$ cat config.mk
export PLATFORM = sky130hd
export DESIGN_NAME = hazard_fwd_ctrl_flat
export DESIGN_NICKNAME = d
export VERILOG_FILES = /design/src/rtl/hazard_fwd_ctrl_pkg.sv /design/src/rtl/hazard_fwd_ctrl_if.sv /design/src/rtl/hazard_fwd_ctrl_mc_stall_tracker.sv /design/src/rtl/hazard_fwd_ctrl.sv /design/src/flat_wrapper.sv
export SDC_FILE = /design/constraint.sdc
export NUM_CORES = 1
export LEC_CHECK = 0
export ABC_AREA = 0
export ABC_CLOCK_PERIOD_IN_PS = 7200
export CAP_MARGIN = 10
export CELL_PAD_IN_SITES_DETAIL_PLACEMENT = 1
export CELL_PAD_IN_SITES_GLOBAL_PLACEMENT = 1
export CORE_UTILIZATION = 33
export DETAILED_ROUTE_END_ITERATION = 7
export PLACE_DENSITY = 0.93
export SLEW_MARGIN = 20
export SYNTH_ARGS = -nofsm -noshare
export SYNTH_HDL_FRONTEND = slang
export SYNTH_HIERARCHICAL = 1
export SYNTH_SLANG_ARGS = --single-unit
$ cat constraint.sdc
create_clock -name clk -period 7.2 [get_ports clk]
set_clock_uncertainty 0.15 [all_clocks]
set_input_delay 1.44 -clock clk [delete_from_list [all_inputs] [get_ports clk]]
set_output_delay 1.44 -clock clk [all_outputs]
set_load 0.05 [all_outputs]
$ cat src/rtl/hazard_fwd_ctrl_pkg.sv
// rtl/hazard_fwd_ctrl_pkg.sv - shared types, constants and helpers for the hazard/forwarding controller
package hazard_fwd_pkg;

    typedef enum logic {
        MC_IDLE = 1'b0,
        MC_BUSY = 1'b1
    } mc_state_e;

    // fwd_sel code meaning "take the operand from the register file"
    localparam int FWD_SEL_RF = 0;

    // Width of one fwd_sel field: regfile plus one code per forwarding stage
    function automatic int fwd_sel_w(input int n);
        return $clog2(n + 1);
    endfunction

endpackage

$ cat src/rtl/hazard_fwd_ctrl_if.sv
// rtl/hazard_fwd_ctrl_if.sv - pipeline-side signal bundle of the hazard/forwarding controller
//  slave  : controller view (pipeline status in, stall/flush/forward controls out)
//  master : pipeline view (drives status, receives controls)
interface hazard_fwd_ctrl_if
    import hazard_fwd_pkg::*;
#(
    parameter int NUM_SRC     = 2,
    parameter int NUM_FWD_STG = 2,
    parameter int NUM_MC      = 2,
    parameter int REG_AW      = 5,
    parameter int CNT_W       = 32
);
    localparam int FSW = fwd_sel_w(NUM_FWD_STG);

    logic [NUM_SRC*REG_AW-1:0]     exe_rs_addr_i;
    logic [NUM_SRC-1:0]            exe_use_rs_i;
    logic                          exe_new_pc_req_i;
    logic [NUM_FWD_STG*REG_AW-1:0] stg_rd_addr_i;
    logic [NUM_FWD_STG-1:0]        stg_rd_wr_i;
    logic [NUM_FWD_STG-1:0]        stg_late_i;
    logic [NUM_MC-1:0]             mc_req_i;
    logic [NUM_MC-1:0]             mc_ack_i;
    logic                          store_busy_i;
    logic                          csr_new_pc_i;
    logic                          csr_wfi_i;
    logic                          csr_irq_flush_i;

    logic [NUM_SRC*FSW-1:0]        fwd_sel_o;
    logic                          front_stall_o;
    logic                          exe2lsu_stall_o;
    logic                          if2id_flush_o;
    logic                          id2exe_flush_o;
    logic                          exe2lsu_flush_o;
    logic                          lsu2wrb_flush_o;
    logic                          lsu_flush_o;
    logic                          exe_new_pc_o;
    logic                          csr_new_pc_o;
    logic                          wfi_o;
    logic                          pipe_stall_d_o;
    logic [NUM_MC-1:0]             mc_busy_o;
    logic [CNT_W-1:0]              stall_cycles_o;
    logic [NUM_MC-1:0]             wdog_err_o;

    modport slave (
        input  exe_rs_addr_i, exe_use_rs_i, exe_new_pc_req_i, stg_rd_addr_i, stg_rd_wr_i,
               stg_late_i, mc_req_i, mc_ack_i, store_busy_i, csr_new_pc_i, csr_wfi_i,
               csr_irq_flush_i,
        output fwd_sel_o, front_stall_o, exe2lsu_stall_o, if2id_flush_o, id2exe_flush_o,
               exe2lsu_flush_o, lsu2wrb_flush_o, lsu_flush_o, exe_new_pc_o, csr_new_pc_o,
               wfi_o, pipe_stall_d_o, mc_busy_o, stall_cycles_o, wdog_err_o
    );

    modport master (
        output exe_rs_addr_i, exe_use_rs_i, exe_new_pc_req_i, stg_rd_addr_i, stg_rd_wr_i,
               stg_late_i, mc_req_i, mc_ack_i, store_busy_i, csr_new_pc_i, csr_wfi_i,
               csr_irq_flush_i,
        input  fwd_sel_o, front_stall_o, exe2lsu_stall_o, if2id_flush_o, id2exe_flush_o,
               exe2lsu_flush_o, lsu2wrb_flush_o, lsu_flush_o, exe_new_pc_o, csr_new_pc_o,
               wfi_o, pipe_stall_d_o, mc_busy_o, stall_cycles_o, wdog_err_o
    );

endinterface

$ cat src/rtl/hazard_fwd_ctrl_mc_stall_tracker.sv
// rtl/hazard_fwd_ctrl_mc_stall_tracker.sv - IDLE/BUSY tracker for one multi-cycle unit, optional watchdog (HAZARD_WDOG_EN)
//  clk, rst    : clock, asynchronous active-high reset
//  req, ack    : unit request / completion
//  flush       : pipeline redirect; forces IDLE on the next edge, overriding req
//  stall_next  : combinational stall for the current cycle (next state is BUSY)
//  busy        : registered state == MC_BUSY
//  wdog_err    : sticky watchdog error (always 0 without HAZARD_WDOG_EN)
module mc_stall_tracker
    import hazard_fwd_pkg::*;
#(
    parameter int WDOG_CYCLES = 1024
)(
    input  logic clk,
    input  logic rst,
    input  logic req,
    input  logic ack,
    input  logic flush,
    output logic stall_next,
    output logic busy,
    output logic wdog_err
);
    mc_state_e state_q, state_d;
    logic      ack_eff;

`ifdef HAZARD_WDOG_EN
    localparam int WW = $clog2(WDOG_CYCLES + 1);

    logic [WW-1:0] wdog_cnt;
    logic          wdog_hit;
    logic          err_q;

    // Once the count has reached the limit the unit is released as if it had acked
    assign wdog_hit = (state_q == MC_BUSY) && (wdog_cnt == WW'(WDOG_CYCLES));
    assign ack_eff  = ack | wdog_hit;
    assign wdog_err = err_q;

    always_ff @(posedge clk or posedge rst) begin
        if (rst) begin
            wdog_cnt <= '0;
            err_q    <= 1'b0;
        end else if ((state_q == MC_BUSY) && (state_d == MC_BUSY)) begin
            wdog_cnt <= wdog_cnt + 1'b1;
            if (wdog_cnt == WW'(WDOG_CYCLES - 1)) begin
                err_q <= 1'b1;
            end
        end else begin
            wdog_cnt <= '0;
        end
    end
`else
    assign ack_eff  = ack;
    assign wdog_err = 1'b0;
`endif

    always_ff @(posedge clk or posedge rst) begin
        if (rst) begin
            state_q <= MC_IDLE;
        end else begin
            state_q <= state_d;
        end
    end

    // ack beats req, so a same-cycle req/ack never enters BUSY
    always_comb begin
        stall_next = 1'b0;
        state_d    = MC_IDLE;
        if (ack_eff) begin
            stall_next = 1'b0;
        end else if (req) begin
            stall_next = 1'b1;
        end else begin
            stall_next = (state_q == MC_BUSY);
        end
        if (stall_next && !flush) begin
            state_d = MC_BUSY;
        end
    end

    assign busy = (state_q == MC_BUSY);

endmodule

$ cat src/rtl/hazard_fwd_ctrl.sv
// rtl/hazard_fwd_ctrl.sv - pipeline hazard detection, operand forwarding select and stall/flush/redirect control
//  Optional watchdog per multi-cycle unit: define HAZARD_WDOG_EN.
//  clk, rst : clock, asynchronous active-high reset
//  bus      : hazard_fwd_ctrl_if.slave - EXE sources, stage destinations, multi-cycle req/ack,
//             CSR redirects in; fwd_sel, stalls, flushes, redirects, busy/counter/error out
module hazard_fwd_ctrl
    import hazard_fwd_pkg::*;
#(
    parameter int NUM_SRC     = 2,
    parameter int NUM_FWD_STG = 2,
    parameter int NUM_MC      = 2,
    parameter int REG_AW      = 5,
    parameter int CNT_W       = 32,
    parameter int WDOG_CYCLES = 1024
)(
    input  logic              clk,
    input  logic              rst,
    hazard_fwd_ctrl_if.slave  bus
);
    localparam int FSW = fwd_sel_w(NUM_FWD_STG);

    logic [NUM_SRC*FSW-1:0] fwd_sel;
    logic [NUM_SRC-1:0]     hazard;
    logic [NUM_MC-1:0]      stall_next;
    logic [NUM_MC-1:0]      mc_busy;
    logic [NUM_MC-1:0]      wdog_err;
    logic                   mc_stall;
    logic                   raw_hazard;
    logic                   lsu_flush;
    logic                   exe_new_pc;
    logic                   front_stall;
    logic                   pipe_stall_d_q;
    logic [CNT_W-1:0]       stall_cnt_q;

    // Scan stages oldest to youngest so the nearest matching stage is the last to write sel.
    // x0 never forwards. A late winner still drives sel; EXE ignores it while stalled.
    always_comb begin
        logic [REG_AW-1:0] rs;
        logic [REG_AW-1:0] rd;
        logic [FSW-1:0]    sel;
        logic              late;
        fwd_sel = '0;
        hazard  = '0;
        rs      = '0;
        rd      = '0;
        sel     = '0;
        late    = 1'b0;
        for (int s = 0; s < NUM_SRC; s++) begin
            rs   = bus.exe_rs_addr_i[s*REG_AW +: REG_AW];
            sel  = FSW'(FWD_SEL_RF);
            late = 1'b0;
            for (int k = NUM_FWD_STG - 1; k >= 0; k--) begin
                rd = bus.stg_rd_addr_i[k*REG_AW +: REG_AW];
                if (bus.stg_rd_wr_i[k] && (rd == rs) && (rs != '0)) begin
                    sel  = FSW'(k + 1);
                    late = bus.stg_late_i[k];
                end
            end
            fwd_sel[s*FSW +: FSW] = sel;
            hazard[s]             = bus.exe_use_rs_i[s] & late;
        end
    end

    for (genvar k = 0; k < NUM_MC; k++) begin : g_mc
        mc_stall_tracker #(
            .WDOG_CYCLES (WDOG_CYCLES)
        ) u_trk (
            .clk        (clk),
            .rst        (rst),
            .req        (bus.mc_req_i[k]),
            .ack        (bus.mc_ack_i[k]),
            .flush      (lsu_flush),
            .stall_next (stall_next[k]),
            .busy       (mc_busy[k]),
            .wdog_err   (wdog_err[k])
        );
    end

    // A multi-cycle stall already freezes EXE, so it masks the RAW hazard
    assign mc_stall    = |stall_next;
    assign raw_hazard  = (|hazard) & ~mc_stall;
    assign lsu_flush   = bus.csr_new_pc_i | bus.csr_wfi_i;
    assign exe_new_pc  = bus.exe_new_pc_req_i & ~raw_hazard & ~mc_stall & ~bus.csr_new_pc_i;
    assign front_stall = raw_hazard | mc_stall | bus.store_busy_i;

    always_ff @(posedge clk or posedge rst) begin
        if (rst) begin
            pipe_stall_d_q <= 1'b0;
            stall_cnt_q    <= '0;
        end else begin
            pipe_stall_d_q <= mc_stall;
            if (front_stall && (stall_cnt_q != '1)) begin
                stall_cnt_q <= stall_cnt_q + 1'b1;
            end
        end
    end

    assign bus.fwd_sel_o       = fwd_sel;
    assign bus.front_stall_o   = front_stall;
    assign bus.exe2lsu_stall_o = mc_stall;
    assign bus.if2id_flush_o   = exe_new_pc | lsu_flush;
    assign bus.id2exe_flush_o  = exe_new_pc | lsu_flush;
    assign bus.exe2lsu_flush_o = raw_hazard | lsu_flush;
    assign bus.lsu2wrb_flush_o = bus.csr_irq_flush_i;
    assign bus.lsu_flush_o     = lsu_flush;
    assign bus.exe_new_pc_o    = exe_new_pc;
    assign bus.csr_new_pc_o    = bus.csr_new_pc_i;
    assign bus.wfi_o           = bus.csr_wfi_i;
    assign bus.pipe_stall_d_o  = pipe_stall_d_q;
    assign bus.mc_busy_o       = mc_busy;
    assign bus.stall_cycles_o  = stall_cnt_q;
    assign bus.wdog_err_o      = wdog_err;

endmodule

$ cat src/flat_wrapper.sv
// flat-port wrapper written by rule: the top's interface ports become plain ports
module hazard_fwd_ctrl_flat import hazard_fwd_pkg::*;
#(
    parameter int NUM_SRC     = 2,
    parameter int NUM_FWD_STG = 2,
    parameter int NUM_MC      = 2,
    parameter int REG_AW      = 5,
    parameter int CNT_W       = 32,
    parameter int WDOG_CYCLES = 1024
)
  (clk, rst, bus_exe_rs_addr_i, bus_exe_use_rs_i, bus_exe_new_pc_req_i, bus_stg_rd_addr_i, bus_stg_rd_wr_i, bus_stg_late_i, bus_mc_req_i, bus_mc_ack_i, bus_store_busy_i, bus_csr_new_pc_i, bus_csr_wfi_i, bus_csr_irq_flush_i, bus_fwd_sel_o, bus_front_stall_o, bus_exe2lsu_stall_o, bus_if2id_flush_o, bus_id2exe_flush_o, bus_exe2lsu_flush_o, bus_lsu2wrb_flush_o, bus_lsu_flush_o, bus_exe_new_pc_o, bus_csr_new_pc_o, bus_wfi_o, bus_pipe_stall_d_o, bus_mc_busy_o, bus_stall_cycles_o, bus_wdog_err_o);
  hazard_fwd_ctrl_if #(.NUM_SRC(NUM_SRC), .NUM_FWD_STG(NUM_FWD_STG), .NUM_MC(NUM_MC), .REG_AW(REG_AW), .CNT_W(CNT_W)) bus_i ();
  input  logic clk;
  input  logic rst;
  input wire logic [$bits(bus_i.exe_rs_addr_i)-1:0] bus_exe_rs_addr_i;
  input wire logic [$bits(bus_i.exe_use_rs_i)-1:0] bus_exe_use_rs_i;
  input wire logic [$bits(bus_i.exe_new_pc_req_i)-1:0] bus_exe_new_pc_req_i;
  input wire logic [$bits(bus_i.stg_rd_addr_i)-1:0] bus_stg_rd_addr_i;
  input wire logic [$bits(bus_i.stg_rd_wr_i)-1:0] bus_stg_rd_wr_i;
  input wire logic [$bits(bus_i.stg_late_i)-1:0] bus_stg_late_i;
  input wire logic [$bits(bus_i.mc_req_i)-1:0] bus_mc_req_i;
  input wire logic [$bits(bus_i.mc_ack_i)-1:0] bus_mc_ack_i;
  input wire logic [$bits(bus_i.store_busy_i)-1:0] bus_store_busy_i;
  input wire logic [$bits(bus_i.csr_new_pc_i)-1:0] bus_csr_new_pc_i;
  input wire logic [$bits(bus_i.csr_wfi_i)-1:0] bus_csr_wfi_i;
  input wire logic [$bits(bus_i.csr_irq_flush_i)-1:0] bus_csr_irq_flush_i;
  output wire logic [$bits(bus_i.fwd_sel_o)-1:0] bus_fwd_sel_o;
  output wire logic [$bits(bus_i.front_stall_o)-1:0] bus_front_stall_o;
  output wire logic [$bits(bus_i.exe2lsu_stall_o)-1:0] bus_exe2lsu_stall_o;
  output wire logic [$bits(bus_i.if2id_flush_o)-1:0] bus_if2id_flush_o;
  output wire logic [$bits(bus_i.id2exe_flush_o)-1:0] bus_id2exe_flush_o;
  output wire logic [$bits(bus_i.exe2lsu_flush_o)-1:0] bus_exe2lsu_flush_o;
  output wire logic [$bits(bus_i.lsu2wrb_flush_o)-1:0] bus_lsu2wrb_flush_o;
  output wire logic [$bits(bus_i.lsu_flush_o)-1:0] bus_lsu_flush_o;
  output wire logic [$bits(bus_i.exe_new_pc_o)-1:0] bus_exe_new_pc_o;
  output wire logic [$bits(bus_i.csr_new_pc_o)-1:0] bus_csr_new_pc_o;
  output wire logic [$bits(bus_i.wfi_o)-1:0] bus_wfi_o;
  output wire logic [$bits(bus_i.pipe_stall_d_o)-1:0] bus_pipe_stall_d_o;
  output wire logic [$bits(bus_i.mc_busy_o)-1:0] bus_mc_busy_o;
  output wire logic [$bits(bus_i.stall_cycles_o)-1:0] bus_stall_cycles_o;
  output wire logic [$bits(bus_i.wdog_err_o)-1:0] bus_wdog_err_o;
  assign bus_i.exe_rs_addr_i = bus_exe_rs_addr_i;
  assign bus_i.exe_use_rs_i = bus_exe_use_rs_i;
  assign bus_i.exe_new_pc_req_i = bus_exe_new_pc_req_i;
  assign bus_i.stg_rd_addr_i = bus_stg_rd_addr_i;
  assign bus_i.stg_rd_wr_i = bus_stg_rd_wr_i;
  assign bus_i.stg_late_i = bus_stg_late_i;
  assign bus_i.mc_req_i = bus_mc_req_i;
  assign bus_i.mc_ack_i = bus_mc_ack_i;
  assign bus_i.store_busy_i = bus_store_busy_i;
  assign bus_i.csr_new_pc_i = bus_csr_new_pc_i;
  assign bus_i.csr_wfi_i = bus_csr_wfi_i;
  assign bus_i.csr_irq_flush_i = bus_csr_irq_flush_i;
  assign bus_fwd_sel_o = bus_i.fwd_sel_o;
  assign bus_front_stall_o = bus_i.front_stall_o;
  assign bus_exe2lsu_stall_o = bus_i.exe2lsu_stall_o;
  assign bus_if2id_flush_o = bus_i.if2id_flush_o;
  assign bus_id2exe_flush_o = bus_i.id2exe_flush_o;
  assign bus_exe2lsu_flush_o = bus_i.exe2lsu_flush_o;
  assign bus_lsu2wrb_flush_o = bus_i.lsu2wrb_flush_o;
  assign bus_lsu_flush_o = bus_i.lsu_flush_o;
  assign bus_exe_new_pc_o = bus_i.exe_new_pc_o;
  assign bus_csr_new_pc_o = bus_i.csr_new_pc_o;
  assign bus_wfi_o = bus_i.wfi_o;
  assign bus_pipe_stall_d_o = bus_i.pipe_stall_d_o;
  assign bus_mc_busy_o = bus_i.mc_busy_o;
  assign bus_stall_cycles_o = bus_i.stall_cycles_o;
  assign bus_wdog_err_o = bus_i.wdog_err_o;
  hazard_fwd_ctrl #(.NUM_SRC(NUM_SRC), .NUM_FWD_STG(NUM_FWD_STG), .NUM_MC(NUM_MC), .REG_AW(REG_AW), .CNT_W(CNT_W), .WDOG_CYCLES(WDOG_CYCLES)) u_core (.clk(clk), .rst(rst), .bus(bus_i));
endmodule
==> results.tsv, run 1 <==
metric	value	unit
status	finished clean	
syn_area	2210	µm²
ys_types	38	
ys_ff_latch	35	
antenna_found_initial	0	
clockPowerShare	0.229	
wl	6.30	mm
core-area	6390	µm²
clk_pin_slew_worst_paths	0.07	ns
tightestPinTransition	0.529	ns
critPathCaptureType	output pin	
rsz0062_at_grt	false	
p_int	414	µW
place.gp.congestion	0.840	
grtUsageTotal	0.189	
first_iter_violations	68	
die_x	83.8	µm
synth_compound_area_frac	0.0238	
fillers	745	
fin_tns_setup	0	ns
areaGrowthSynthToFinish	42.5	%
portBuffers	83	
cts_resized	0	
drv_slew	0	
nNetsFinal	345	
worstSetupStartpointType	primary input	
drt-pass1-iter-count	4	
synthSimpleGateAreaFrac	0.300	
required	5.61	ns
synthAdderAreaFrac	0.00567	
switching_share	0.397	
clock-root-buffer	clkbuf_8	
cts_buffers	5	
synth_mux_area_frac	0.00510	
hp-class	reg2reg	
grt-ovfl-total	0	
vias_per_cell	5.26	
clockBufferDepth	2	
fin_crit_sh	0.833	
synth_xor_area_frac	0.206	
dr_total_vias	2027	
dieHeight	83.8	µm
timing.setup.critical_path_class	in2out	
initial_utilization	0.345	
period_minus_slack	6.00	ns
grt_max_degree	34	
fin_cells	385	
power.density	218	nW/µm²
fmax	0.167	GHz
seq_power_share	0.370	
layout-drive-gt1-share	0.0649	
clock_latency	0.29	ns
cp_data_arrival_time	4.41	ns
p_leak	0.00121	µW
drc	0	
synth_top_family_by_area	simple AND/OR/NAND/NOR gates	
netlist_instances	231	
die-area	7020	µm²
hold_viol	0	
irDropWorstVdd	0.116	mV
multiInputGateArea	1200	µm²
post-place-cells	377	
seqCellArea	876	µm²
rows	29	
seq_area_frac_synth	0.397	
grt_pass1_wl	10.7	mm
switchingPower	272	µW
io_pins	88	
syn_avg_cell_area	9.55	µm²
cts-hold-fix-buffers	0	
synth.net_count	269	
tritoncts	built	
htreeDepth	2	
insertedDiodeCount	0	
hpwl	5.01	mm
cts_sinks	35	
critPathMaxFanout	26	
postCtsSetupBuffers	0	
comb_power_share	0.401	
relSlewSlack	0.646	
reg2reg_slack	4.56	ns
ys_warn_count	6	
cap_violations	0	
first_global_vias	2248	
hold_slack	0.348	ns
wire_per_inst	16.4	µm
finalSetupViolations	0	
antenna_left	0	
==> cells in the mapped netlist <==
library cell | instances | area [µm²]
xnor2_1 | 41 | 359
dfrtp_1 | 35 | 876
nand4_1 | 22 | 138
nand2_1 | 14 | 52.6
nand3_1 | 14 | 70.1
nor2_1 | 14 | 52.6
and3_1 | 9 | 56.3
xor2_1 | 9 | 78.8
buf_4 | 7 | 52.6
inv_1 | 7 | 26.3
and2_1 | 6 | 37.5
clkbuf_1 | 5 | 18.8
nor3_1 | 5 | 25.0
or4_1 | 5 | 37.5
and4_1 | 4 | 35.0
nand4b_1 | 4 | 35.0
buf_6 | 2 | 22.5
conb_1 | 2 | 7.51
nand3b_1 | 2 | 15.0
nor2_2 | 2 | 12.5
nor2b_1 | 2 | 12.5
nor3_2 | 2 | 20.0
o31a_1 | 2 | 17.5
or2_2 | 2 | 12.5
a311oi_1 | 1 | 8.76
a31o_2 | 1 | 8.76
buf_1 | 1 | 3.75
ha_1 | 1 | 12.5
inv_4 | 1 | 6.26
mux2_1 | 1 | 11.3
nand2b_1 | 1 | 6.26
nor4_1 | 1 | 6.26
nor4b_2 | 1 | 15.0
o211a_1 | 1 | 10.0
o21bai_1 | 1 | 7.51
or3_4 | 1 | 11.3
or4_4 | 1 | 11.3
xnor2_2 | 1 | 16.3
==> state kept, by name, summed over array words and instances (netlist names) <==
register                   flops
u_core/g_mc.u_trk/busy         2
u_core/bus.pipe_stall_d_o      1
u_core/bus.stall_cycles_o     32
==> metrics by stage <==
step	instance area [µm²]	total power (µW)	utilization	setup WS, ns
global route	3140	720	0.492	1.10
detailed placement	3040	534	0.476	1.20
floorplan	2210	432	-	2.24
global placement	3040	526	0.476	1.28
CTS	3140	694	0.492	1.20
finish	3140	686	0.492	1.20
==> worst max-delay path: stages <==
cell and delay (ns):
clkdlybuf4s50_1 0.55, or4_1 0.15, nor2_1 0.06, or4_4 0.55
o31a_1 0.30, and2_1 0.25, inv_4 0.24, clkdlybuf4s50_1 0.85
==> per-layer routing <==
metal | vias to the layer above | part of all wire | track usage
met2 | 65 | 0.56 | 0.365
li1 | 951 | - | -
met5 | - | 0 | 0
met3 | 8 | 0.054 | 0.0475
met4 | 0 | 0.014 | 0.0555
met1 | 1003 | 0.37 | 0.198
==> power groups by stage <==
stage / combinational [µW] / clock [µW] / sequential [µW]
final: 275 / 157 / 254
after detailed placement: 276 / 0 / 258
after floorplan: 96.7 / 0 / 336
after global routing: 292 / 170 / 258
after CTS: 278 / 161 / 255
after global placement: 269 / 0 / 257
==> worst paths after layout <==
check | from | endpoint | cells after the start
worst max-delay path | bus_exe_rs_addr_i[1] | bus_front_stall_o | 8
worst min-delay path | u_core/bus.stall_cycles_o[5] | u_core/bus.stall_cycles_o[5] | 1
worst max register to register | u_core/bus.stall_cycles_o[2] | u_core/bus.stall_cycles_o[28] | 7
worst min register to register | u_core/bus.stall_cycles_o[5] | u_core/bus.stall_cycles_o[5] | 1
max in group asynchronous | rst | u_core/bus.stall_cycles_o[5] | 3
min in group asynchronous | rst | u_core/g_mc[1].u_trk/busy | 2
==> cells in the final DEF (no fill, tap or decap), types with 4 or more instances in the layout <==
cell type        synthesis  routed
clkdlybuf4s50_1          0      83
nand4b_1                 4       4
nand2_1                 14      14
nor2_1                  14      14
clkbuf_8                 0       7
xor2_1                   9       9
inv_1                    7       7
or4_1                    5       5
dfrtp_1                 35      35
nor3_1                   5       5
and2_1                   6       6
and4_1                   4       4
nand4_1                 22      22
xnor2_1                 41      41
nand3_1                 14      14
and3_1                   9       9
==> layout make-up <==
class	count	area share
tap	77	0.0307
clock buffer	8	0.0318
sequential	35	0.279
multi-input combinational	173	0.382
inverter	8	0.0104
timing repair buffer	84	0.267
==> kinds of logic after synthesis <==
group                    Yosys count
other                              2
multiplexers                       1
buffers and inverters             23
AO/OA/AOI/OAI                      6
flip-flops                        35
XOR/XNOR                          51
AND/OR/NAND/NOR                  112
adder cells (fa/ha/maj)            1
Power figures use the tool's default switching activity.
==> run 2: changes to the inputs <==
--- a/config.mk
+++ b/config.mk
@@ -6,13 +6,13 @@
 export NUM_CORES = 1
 export LEC_CHECK = 0
 export ABC_AREA = 0
-export ABC_CLOCK_PERIOD_IN_PS = 7200
+export ABC_CLOCK_PERIOD_IN_PS = 5700
 export CAP_MARGIN = 10
 export CELL_PAD_IN_SITES_DETAIL_PLACEMENT = 1
 export CELL_PAD_IN_SITES_GLOBAL_PLACEMENT = 1
-export CORE_UTILIZATION = 33
+export CORE_UTILIZATION = 32
 export DETAILED_ROUTE_END_ITERATION = 7
-export PLACE_DENSITY = 0.93
+export PLACE_DENSITY = 0.9
 export SLEW_MARGIN = 20
 export SYNTH_ARGS = -nofsm -noshare
 export SYNTH_HDL_FRONTEND = slang
==> constraint.sdc (replaced) <==
create_clock -name clk -period 5.7 [get_ports clk]
set_clock_uncertainty 0.15 [all_clocks]
set_input_delay 1.14 -clock clk [delete_from_list [all_inputs] [get_ports clk]]
set_output_delay 1.14 -clock clk [all_outputs]
set_load 0.05 [all_outputs]
==> results.tsv, run 2 (synthesis gave the netlist of run 1 again) <==
metric	value	unit	change
status	finished clean		unchanged
cts-hold-fix-buffers	0		unchanged
grtUsageTotal	0.181		was 0.189
wl	6.35	mm	was 6.30 mm
seqCellArea	876	µm²	unchanged
dieHeight	85.0	µm	was 83.8 µm
portBuffers	83		unchanged
fillers	756		was 745
period_minus_slack	5.19	ns	
tightestPinTransition	0.543	ns	was 0.529 ns
first_global_vias	2160		was 2248
dr_total_vias	2054		was 2027
clk_pin_slew_worst_paths	0.06	ns	was 0.07 ns
irDropWorstVdd	0.133	mV	was 0.116 mV
clock-root-buffer	clkbuf_8		unchanged
postCtsSetupBuffers	0		unchanged
insertedDiodeCount	0		unchanged
fin_crit_sh	0.911		
cts_buffers	5		unchanged
place.gp.congestion	0.833		was 0.840
relSlewSlack	0.637		was 0.646
core-area	6490	µm²	was 6390 µm²
io_pins	88		unchanged
clock_latency	0.29	ns	about the same
areaGrowthSynthToFinish	42.3	%	was 42.5%
multiInputGateArea	1200	µm²	unchanged
switchingPower	343	µW	was 272 µW
die_x	85.0	µm	was 83.8 µm
clockBufferDepth	2		unchanged
max_stage_delay	0.82	ns	was 0.85 ns
seq_power_share	0.378		was 0.370
crit_chain	clkdlybuf4s50_1 > or4_1 > nor2_1 > or4_1 > o211a_1 > o31a_1 > nand3_1 > nor2_1 > clkdlybuf4s50_1		was clkdlybuf4s50_1 > or4_1 > nor2_1 > or4_4 > o31a_1 > and2_1 > inv_4 > clkdlybuf4s50_1
required	4.41	ns	was 5.61 ns
hold_viol	0		unchanged
fmax	0.193	GHz	
die-area	7230	µm²	was 7020 µm²
tritoncts	built		unchanged
nNetsFinal	346		was 345
antenna_found_initial	0		unchanged
cap_violations	0		unchanged
grt_max_degree	34		unchanged
power.density	271	nW/µm²	was 218 nW/µm²
wire_per_inst	16.5	µm	was 16.4 µm
hpwl	5.03	mm	was 5.01 mm
p_leak	0.00121	µW	about the same
grt_pass1_wl	10.3	mm	was 10.7 mm
finalSetupViolations	0		unchanged
hp-class	reg2reg		unchanged
drc	0		unchanged
fin_tns_setup	0	ns	unchanged
timing.setup.critical_path_class	in2out		unchanged
largest_reg_flops	32		unchanged
switching_share	0.403		was 0.397
final_common_cell	clkdlybuf4s50_1		unchanged
layout-drive-gt1-share	0.0682		was 0.0649
rsz0062_at_grt	false		unchanged
p_int	507	µW	was 414 µW
clockPowerShare	0.213		was 0.229
antenna_left	0		unchanged
cts_sinks	35		unchanged
fin_cells	385		unchanged
grt-ovfl-total	0		unchanged
critPathCaptureType	output pin		unchanged
worstSetupStartpointType	primary input		unchanged
vias_per_cell	5.34		was 5.26
critPathMaxFanout	3		was 26
post-place-cells	378		was 377
cts_resized	0		unchanged
crit_path_top_delay_cell	clkdlybuf4s50_1		unchanged
rows	29		unchanged
cp_data_arrival_time	3.90	ns	was 4.41 ns
initial_utilization	0.340		was 0.345
htreeDepth	2		unchanged
drt-pass1-iter-count	5		was 4
drv_slew	0		unchanged
final_cell_mix	clkdlybuf4s50_1, xnor2_1, dfrtp_1		unchanged
first_iter_violations	39		was 68
comb_power_share	0.409		was 0.401
==> run 2: final timing paths <==
path | startpoint | endpoint | slack [ns] | cells past startpoint
worst min-delay path | u_core/bus.stall_cycles_o[27] | u_core/bus.stall_cycles_o[27] | 0.35 | 1
worst max-delay path | bus_exe_rs_addr_i[6] | bus_exe_new_pc_o | 0.51 | 9
worst min register to register | u_core/bus.stall_cycles_o[27] | u_core/bus.stall_cycles_o[27] | 0.35 | 1
worst max register to register | u_core/bus.stall_cycles_o[2] | u_core/bus.stall_cycles_o[28] | 3.04 | 7
max in group asynchronous | rst | u_core/bus.stall_cycles_o[4] | 3.91 | 3
min in group asynchronous | rst | u_core/g_mc[0].u_trk/busy | 0.92 | 2
==> run 2: final cells by class <==
type,instances,share of cell area
Multi-Input combinational cell,173,0.382
Sequential cell,35,0.279
Timing Repair Buffer,85,0.270
Tap cell,77,0.0307
Clock buffer,6,0.0263
Inverter,8,0.0104
Clock inverter,1,0.00159
==> run 2: through the flow <==
stage          hold WS (ns)  cell area (µm²)  total power [µW]  setup WS (ns)   util
3_3_place_gp          0.333             3050               666          0.543  0.470
5_1_grt               0.374             3140               891          0.350  0.483
4_1_cts               0.346             3140               861          0.483  0.483
3_5_place_dp          0.336             3050               677          0.495  0.470
2_1_floorplan         0.646             2210               546           1.34      -
6_report              0.345             3140               850          0.507  0.483
==> run 2: power by group through the flow <==
stage | combinational [µW] | sequential [µW] | clock, µW
4_1_cts | 351 | 322 | 188
3_3_place_gp | 342 | 324 | 0
6_report | 348 | 321 | 181
5_1_grt | 366 | 328 | 197
3_5_place_dp | 351 | 326 | 0
2_1_floorplan | 122 | 424 | 0
==> run 2: routing by layer <==
layer	routed length, µm	GRT usage	vias up
li1	-	-	948
met1	2420	0.195	1029
met2	3460	0.350	71
met3	413	0.0477	6
met4	52	0.0431	0
met5	0	0	-
==> run 2: critical path: cells and delay by family <==
kind / cells / cell delay [ns]
buffers and inverters: 2 / 1.29
and+or+nand+nor: 5 / 1.12
AOI/OAI and AO/OA: 2 / 0.35
==> run 3: changes to the inputs <==
--- a/config.mk
+++ b/config.mk
@@ -6,13 +6,13 @@
 export NUM_CORES = 1
 export LEC_CHECK = 0
 export ABC_AREA = 0
-export ABC_CLOCK_PERIOD_IN_PS = 5700
+export ABC_CLOCK_PERIOD_IN_PS = 6200
 export CAP_MARGIN = 10
 export CELL_PAD_IN_SITES_DETAIL_PLACEMENT = 1
 export CELL_PAD_IN_SITES_GLOBAL_PLACEMENT = 1
-export CORE_UTILIZATION = 32
+export CORE_UTILIZATION = 33
 export DETAILED_ROUTE_END_ITERATION = 7
-export PLACE_DENSITY = 0.9
+export PLACE_DENSITY = 0.93
 export SLEW_MARGIN = 20
 export SYNTH_ARGS = -nofsm -noshare
 export SYNTH_HDL_FRONTEND = slang
==> constraint.sdc (replaced) <==
create_clock -name clk -period 6.2 [get_ports clk]
set_clock_uncertainty 0.15 [all_clocks]
set_input_delay 1.24 -clock clk [delete_from_list [all_inputs] [get_ports clk]]
set_output_delay 1.24 -clock clk [all_outputs]
set_load 0.05 [all_outputs]
==> results.tsv, run 3 (synthesis gave the netlist of run 1 again) <==
metric	value	unit	change
status	finished clean		unchanged
worstSetupStartpointType	primary input		unchanged
worstRegToRegCells	7		unchanged
tightestPinTransition	0.541	ns	was 0.543 ns
maxUsedRoutingLayer	met4		unchanged
portBuffers	83		unchanged
wl_met1	2.43	mm	was 2.42 mm
drc	0		unchanged
power.density	250	nW/µm²	was 271 nW/µm²
timing.setup.critical_path_class	in2out		unchanged
clk_pin_slew_worst_paths	0.06	ns	about the same
place.gp.congestion	0.840		was 0.833
first_iter_violations	64		was 39
grtUsageTotal	0.185		was 0.181
relSlewSlack	0.639		was 0.637
hp-class	reg2reg		unchanged
dieHeight	83.8	µm	was 85.0 µm
first_global_vias	2240		was 2160
dr_total_vias	2035		was 2054
fin_crit_sh	0.902		
cap_violations	0		unchanged
reg2reg_slack	3.52	ns	was 3.04 ns
fin_tns_setup	0	ns	unchanged
tritoncts	built		unchanged
critPathCaptureType	output pin		unchanged
wl_met3	326	µm	was 413 µm
wl	6.25	mm	was 6.35 mm
met2_length	3.41	mm	was 3.46 mm
layout-drive-gt1-share	0.0651		was 0.0682
io_pins	88		unchanged
crit_start	bus_exe_rs_addr_i[1]		was bus_exe_rs_addr_i[6]
htreeDepth	2		unchanged
clock-root-buffer	clkbuf_8		unchanged
die-area	7020	µm²	was 7230 µm²
wire_per_inst	16.3	µm	was 16.5 µm
required	4.81	ns	was 4.41 ns
vias_per_cell	5.30		was 5.34
grt-ovfl-total	0		unchanged
min_path_cells	1		unchanged
r2r_end	u_core/bus.stall_cycles_o[26]		was u_core/bus.stall_cycles_o[28]
finalSetupViolations	0		unchanged
grt_pass1_wl	10.5	mm	was 10.3 mm
clock_latency	0.28	ns	was 0.29 ns
antenna_found_initial	0		unchanged
max_stage_delay	0.86	ns	was 0.82 ns
final_cell_mix	clkdlybuf4s50_1, xnor2_1, dfrtp_1		unchanged
clockBufferDepth	2		unchanged
core-area	6390	µm²	was 6490 µm²
crit_path_top_delay_cell	clkdlybuf4s50_1		unchanged
rsz0062_at_grt	false		unchanged
largest_reg_flops	32		unchanged
period_minus_slack	5.59	ns	
rows	29		unchanged
cts_resized	0		unchanged
areaGrowthSynthToFinish	41.9	%	was 42.3%
cp_data_arrival_time	4.20	ns	was 3.90 ns
cts_buffers	5		unchanged
die_x	83.8	µm	was 85.0 µm
hold_viol	0		unchanged
grt_max_degree	34		unchanged
endpoint	bus_front_stall_o		was bus_exe_new_pc_o
antenna_left	0		unchanged
postCtsSetupBuffers	0		unchanged
insertedDiodeCount	0		unchanged
regToRegStartpoint	u_core/bus.stall_cycles_o[2]		unchanged
p_leak	0.00121	µW	about the same
crit_path_frequent_cell	clkdlybuf4s50_1		
irDropWorstVdd	0.138	mV	was 0.133 mV
final_common_cell	clkdlybuf4s50_1		unchanged
power.total	782	µW	was 850 µW
drv_slew	0		unchanged
nNetsFinal	345		was 346
drt-pass1-iter-count	4		was 5
fmax	0.179	GHz	
critPathMaxFanout	26		was 3
cts-hold-fix-buffers	0		unchanged
hpwl	4.87	mm	was 5.03 mm
cts_sinks	35		unchanged
crit_chain	clkdlybuf4s50_1 > or4_1 > nor2_1 > or4_4 > o31a_1 > and2_1 > inv_4 > clkdlybuf4s50_1		was clkdlybuf4s50_1 > or4_1 > nor2_1 > or4_1 > o211a_1 > o31a_1 > nand3_1 > nor2_1 > clkdlybuf4s50_1
initial_utilization	0.345		was 0.340
## run 3: worst min path at each step
stage / slack, ns / to / startpoint
after floorplan: 0.65 / u_core/bus.stall_cycles_o[27] / u_core/bus.stall_cycles_o[27]
after global routing: 0.37 / u_core/bus.stall_cycles_o[5] / u_core/bus.stall_cycles_o[5]
after global placement: 0.33 / u_core/bus.stall_cycles_o[5] / u_core/bus.stall_cycles_o[5]
final: 0.35 / u_core/bus.stall_cycles_o[5] / u_core/bus.stall_cycles_o[5]
after CTS: 0.35 / u_core/bus.stall_cycles_o[5] / u_core/bus.stall_cycles_o[5]
after detailed placement: 0.33 / u_core/bus.stall_cycles_o[5] / u_core/bus.stall_cycles_o[5]
## run 3: stage by stage
step	hold WS (ns)	cell area (µm²)	worst slack [ns]	cells	utilization
finish	0.350	3130	0.606	384	0.490
floorplan	0.646	2210	1.64	231	-
CTS	0.346	3130	0.596	384	0.490
global placement	0.330	3040	0.680	377	0.476
global route	0.369	3130	0.492	384	0.490
detailed placement	0.334	3040	0.604	377	0.476
## run 3: critical path: cells and delay by family
family                 cells  cell delay (ns)
buffers and inverters      3             1.66
and+or+nand+nor            4             1.01
AOI/OAI and AO/OA          1             0.30
## run 3: power by group
group	total, µW	internal, µW	switching, µW
combinational	320	121	199
sequential	297	257	40.0
clock	164	87.1	77.2
## run 3: area by class of cell
class                      instances  area, µm²
clock inverter                     1       5.00
sequential                        35        876
fill                             761       3260
timing repair buffer              84        838
inverter                           8       32.5
tap                               77       96.3
multi-input combinational        173       1200
clock buffer                       6       82.6
## run 3: metal layers
layer | GRT usage | vias to the layer above
met2 | 0.349 | 65
met4 | 0.0632 | 0
li1 | - | 947
met3 | 0.0425 | 7
met1 | 0.201 | 1016
met5 | 0 | -
==> variant 1: new RTL, settings of run 1 <==
Build with the macro `HAZARD_WDOG_EN` defined.
--- a/src/rtl/hazard_fwd_ctrl_mc_stall_tracker.sv
+++ b/src/rtl/hazard_fwd_ctrl_mc_stall_tracker.sv
@@ -5,6 +5,8 @@
 //  stall_next  : combinational stall for the current cycle (next state is BUSY)
 //  busy        : registered state == MC_BUSY
 //  wdog_err    : sticky watchdog error (always 0 without HAZARD_WDOG_EN)
+`define HAZARD_WDOG_EN
+
 module mc_stall_tracker
     import hazard_fwd_pkg::*;
 #(
Formal check against the unedited RTL: no difference found for any inputs over 10 cycles, from zero or initial values and one cycle with rst high; that may be too few to reach the edited logic, so the function may still have changed.
==> variant 1 against run 1 <==
Wire length up 67%. Total power up 42%. Worst setup slack worse by 0.083 ns. Final area up 45%. Cell count up 49%. Sequential power up 55%. Hold slack worse by 0.0070 ns. Area after synthesis up 55%. Sequential cell count up 24. First-iteration DRC count rose to 2.9 times the old value. Synthesized cell count up 52%. Fmax down 1.4%. Die area up 54%. Global-route usage up 1.4 points.
==> variant 1: results (changes against run 1) <==
status -> finished clean
H-tree depth -> 3 (+1)
Synth Area in Adders -> 1.83% (+1.3 points)
ANT cells -> 0 (unchanged)
initial antenna violation count -> 0 (unchanged)
CTS buffer count -> 9 (+4)
met2 Use GR -> 37.3% (+0.82 points)
Skew-Pair Late Insertion Delay -> 0.34 ns (+0.05 ns)
Synth top cells by count -> dfrtp_1, xnor2_1, nand4_1
M1 GR Usage -> 21.8% (+2.0 points)
Syn Nets -> 393 (+46%)
met3 wire length -> 637 um (+86%)
peak supply drop -> 0.000121 V (+4.6%)
XOR/XNOR Fraction of Synth Area -> 14.8% (-5.8 points)
DRT Pass-1 Iters -> 4 (unchanged)
mux cell area share after synthesis -> 0.329% (-0.18 points)
nets@finish -> 477 (+38%)
DR WL/cell -> 18.4 um (+12%)
Worst-Margin Slew -> 0.630 ns (+0.101 ns)
via/cell ratio -> 5.46 (+3.8%)
Pleak -> 1.71 nW (+41%)
Tot GR Track Use -> 20.2% (+1.4 points)
Buffers on Ports -> 85 (+2.4%)
initial DRC count -> 199 (+190%)
synth top area cells -> dfrtp_1, xnor2_1, nand4_1
arrival time worst endpoint -> 4.49 ns (+0.08 ns)
global-route wire length before repair -> 17,300 um (+63%)
post-synthesis compound-gate area fraction -> 7.01% (+4.6 points)
met2 routed WL -> 5480 um (+56%)
HPWL after DPL -> 7910 um (+58%)
met1 WL -> 4180 um (+78%)
sequential area share after synthesis -> 43.1% (+3.4 points)
share of layout cells above drive strength 1 -> 6.82% (+0.32 points)
worst-path maximum fanout -> 26 (unchanged)
vias in the first global route -> 3,416 (+52%)
grt met3 use -> 5.45% (+0.70 points)
cell depth of the worst flop-to-flop path -> 13 (+6)
Yosys cell types -> 44 (+16%)
RD Place Congestion -> 0.881 (+4.9%)
variant 1: final cells by class:
type | instances | area, um2
Inverter | 20 | 77.6
Sequential cell | 59 | 1480
Clock buffer | 11 | 141
Fill cell | 1138 | 5350
Clock inverter | 5 | 52.6
Timing Repair Buffer | 86 | 858
Tap cell | 133 | 166
Multi-Input combinational cell | 259 | 1790
variant 1: worst max-delay path, stage by stage:
cell and delay, ns:
clkdlybuf4s50_1 0.55, or4_1 0.15, nor2_1 0.08, or4_4 0.56, o31a_1 0.30, and2_1 0.27
inv_4 0.27, clkdlybuf4s50_1 0.86
variant 1: metrics by stage:
stage	cell area, um2	utilization (%)	power [mW]	worst slack, ns	cells
after floorplan	3420	-	0.570	2.24	351
after global placement	4370	44.1	0.666	1.26	557
after detailed placement	4370	44.1	0.683	1.14	557
after CTS	4560	46.0	0.987	1.13	573
after global routing	4560	46.0	1.02	1.02	573
final	4560	46.0	0.976	1.12	573
variant 1: path summary, 6_finish.rpt:
| path | startpoint | end | slack (ns) |
|---|---|---|---|
| setup / recovery | bus_exe_rs_addr_i[3] | bus_front_stall_o | 1.12 |
| hold / removal | u_core/g_mc[1].u_trk/wdog_err | u_core/g_mc[1].u_trk/wdog_err | 0.34 |
| setup reg to reg | u_core/g_mc[1].u_trk/wdog_cnt[0] | u_core/bus.stall_cycles_o[1] | 3.84 |
| hold reg to reg | u_core/g_mc[1].u_trk/wdog_err | u_core/g_mc[1].u_trk/wdog_err | 0.34 |
| max in group asynchronous | rst | u_core/bus.stall_cycles_o[17] | 5.16 |
| min in group asynchronous | rst | u_core/g_mc[1].u_trk/wdog_cnt[1] | 1.33 |
variant 1: power by group:
part	internal [mW]	switching, mW
Clock	0.167	0.132
Sequential	0.357	0.0369
Combinational	0.105	0.179
==> variant 2: new RTL, settings of run 1 <==
Made on the original files. `NUM_MC` is set to 2 in 3 places; all go to 1.
--- a/src/rtl/hazard_fwd_ctrl_if.sv
+++ b/src/rtl/hazard_fwd_ctrl_if.sv
@@ -6,7 +6,7 @@
 #(
     parameter int NUM_SRC     = 2,
     parameter int NUM_FWD_STG = 2,
-    parameter int NUM_MC      = 2,
+    parameter int NUM_MC      = 1,
     parameter int REG_AW      = 5,
     parameter int CNT_W       = 32
 );
--- a/src/rtl/hazard_fwd_ctrl.sv
+++ b/src/rtl/hazard_fwd_ctrl.sv
@@ -8,7 +8,7 @@
 #(
     parameter int NUM_SRC     = 2,
     parameter int NUM_FWD_STG = 2,
-    parameter int NUM_MC      = 2,
+    parameter int NUM_MC      = 1,
     parameter int REG_AW      = 5,
     parameter int CNT_W       = 32,
     parameter int WDOG_CYCLES = 1024
--- a/src/flat_wrapper.sv
+++ b/src/flat_wrapper.sv
@@ -3,7 +3,7 @@
 #(
     parameter int NUM_SRC     = 2,
     parameter int NUM_FWD_STG = 2,
-    parameter int NUM_MC      = 2,
+    parameter int NUM_MC      = 1,
     parameter int REG_AW      = 5,
     parameter int CNT_W       = 32,
     parameter int WDOG_CYCLES = 1024
Ports: changed (resized bus_mc_ack_i, bus_mc_busy_o, bus_mc_req_i and bus_wdog_err_o); port bits go from 88 to 84. The function was not compared with the original's and may differ.
==> variant 2 against run 1 <==
Register-to-register slack got worse by 0.44 ns. Clock power decreased by 17%. Sequential cell count shrank 1. Via count shrank 2.7%. Count of clock-buffer cells in the layout is 1 lower. Combinational power up 11%. Die area down 2.8%. Worst setup slack got worse by 0.0052 ns. Total power is 2.2% higher. Wire length down 1.6%. Area after synthesis fell by 2.9%. Final area decreased by 2.4%. Sequential share of layout area shrank 0.12 points. Cell count is 1.8% lower. Critical path type unchanged. Largest cell class unchanged. Highest routed layer unchanged.
==> variant 2: results (changes against run 1) <==
Synth top cells by count -> dfrtp_1, xor2_1, nand2_1
global-route wire length before repair -> 9860 um (-7.5%)
Worst Hold Class -> flop to flop
Buffers on Ports -> 80 (-3.6%)
DRT Wirelength -> 6200 um (-1.6%)
HPWL after DPL -> 4850 um (-3.2%)
Clk pin slew, worst setup/hold paths -> 0.06 ns
Tot GR Track Use -> 19.5% (+0.61 points)
Min Hold Slack -> 0.344 ns (-0.00369 ns)
ANT cells -> 0 (unchanged)
H-tree depth -> 2 (unchanged)
initial DRC count -> 58 (-15%)
Setup Buffers After CTS -> 0 (unchanged)
nets@finish -> 339 (-1.7%)
Pleak -> 1.19 nW (-2.0%)
synth top area cells -> dfrtp_1, xor2_1, xnor2_1
worst-path maximum fanout -> 27 (+3.8%)
arrival time worst endpoint -> 4.41 ns (about the same)
R2R setup slack -> 4.12 ns (-0.44 ns)
Yosys cell types -> 40 (+5.3%)
peak supply drop -> 0.000124 V (+6.8%)
clk buf depth -> 2 (unchanged)
CP max stage cell -> clkdlybuf4s50_1
initial antenna violation count -> 0 (unchanged)
Skew-Pair Late Insertion Delay -> 0.29 ns (about the same)
largest net degree at the start of global routing -> 34 (unchanged)
sequential area share after synthesis -> 39.7% (about the same)
Post-Synthesis Cells -> 223 (-3.5%)
vias in the first global route -> 2,122 (-5.6%)
routed vias -> 1,973 (-2.7%)
post-cts sizing count -> 0 (unchanged)
DRT Pass-1 Iters -> 4 (unchanged)
share of layout cells above drive strength 1 -> 9.24% (+2.7 points)
status -> finished clean
share of flip-flops with an asynchronous set or reset -> 100% (unchanged)
Syn Nets -> 259 (-3.7%)
CTS buffer count -> 5 (unchanged)
Worst-Margin Slew -> 0.906 ns (+0.376 ns)
number of flip-flops in the largest register -> 32 (unchanged)
RD Place Congestion -> 0.820 (-2.4%)
-- variant 2: layout make-up --
cell class | instances | area [um2]
clock buffers | 7 | 76.3
fillers | 733 | 3030
inverters | 5 | 18.8
multi-input cells | 174 | 1200
flip-flops and latches | 34 | 851
well taps | 75 | 93.8
repair buffers | 83 | 823
-- variant 2: logic make-up after synthesis --
kind of cell / synth area share (%)
and+or+nand+nor: 30.0
xor gates and xnor gates: 21.1
DFF: 39.7
buffers and inverters: 4.32
AOI/OAI and AO/OA: 2.98
muxes: 1.05
adders and majority gates: 0.584
other: 0.175
-- variant 2: path summary, 6_finish.rpt --
| path | from | end | cells past startpoint |
|---|---|---|---|
| max in group asynchronous | rst | u_core/bus.stall_cycles_o[26] | 3 |
| setup / recovery | bus_exe_rs_addr_i[9] | bus_front_stall_o | 9 |
| setup reg to reg | u_core/bus.stall_cycles_o[0] | u_core/bus.stall_cycles_o[1] | 8 |
| hold reg to reg | u_core/bus.stall_cycles_o[29] | u_core/bus.stall_cycles_o[29] | 1 |
| hold / removal | u_core/bus.stall_cycles_o[29] | u_core/bus.stall_cycles_o[29] | 1 |
| min in group asynchronous | rst | u_core/g_mc[0].u_trk/busy | 2 |
-- variant 2: power breakdown --
group / total [mW] / switching, mW / leakage (nW) / internal (mW)
Combinational: 0.305 / 0.193 / 0.744 / 0.112
Sequential: 0.265 / 0.0428 / 0.407 / 0.222
Clock: 0.131 / 0.0642 / 0.0383 / 0.0665
Total: 0.701 / 0.300 / 1.19 / 0.400
-- variant 2: per-layer routing --
metal | track usage (%) | vias to the layer above | part of all wire (%)
met5 | 0 | - | 0
met4 | 8.62 | 0 | 2.9
met3 | 6.37 | 15 | 6.8
met2 | 36.2 | 68 | 53
met1 | 19.7 | 964 | 37
li1 | - | 926 | -
-- variant 2: critical path: cells and delay by family --
kind	cells	cell delay (ns)
AOI/OAI and AO/OA	1	0.20
buffers and inverters	4	1.84
and+or+nand+nor	4	0.92
-- variant 2: through the flow --
stage	instance area (um2)	setup WS (ns)	instances
4_1_cts	3070	1.22	378
3_5_place_dp	2990	1.23	371
2_1_floorplan	2140	1.99	223
3_3_place_gp	2990	1.31	371
5_1_grt	3070	1.06	378
6_report	3070	1.20	378
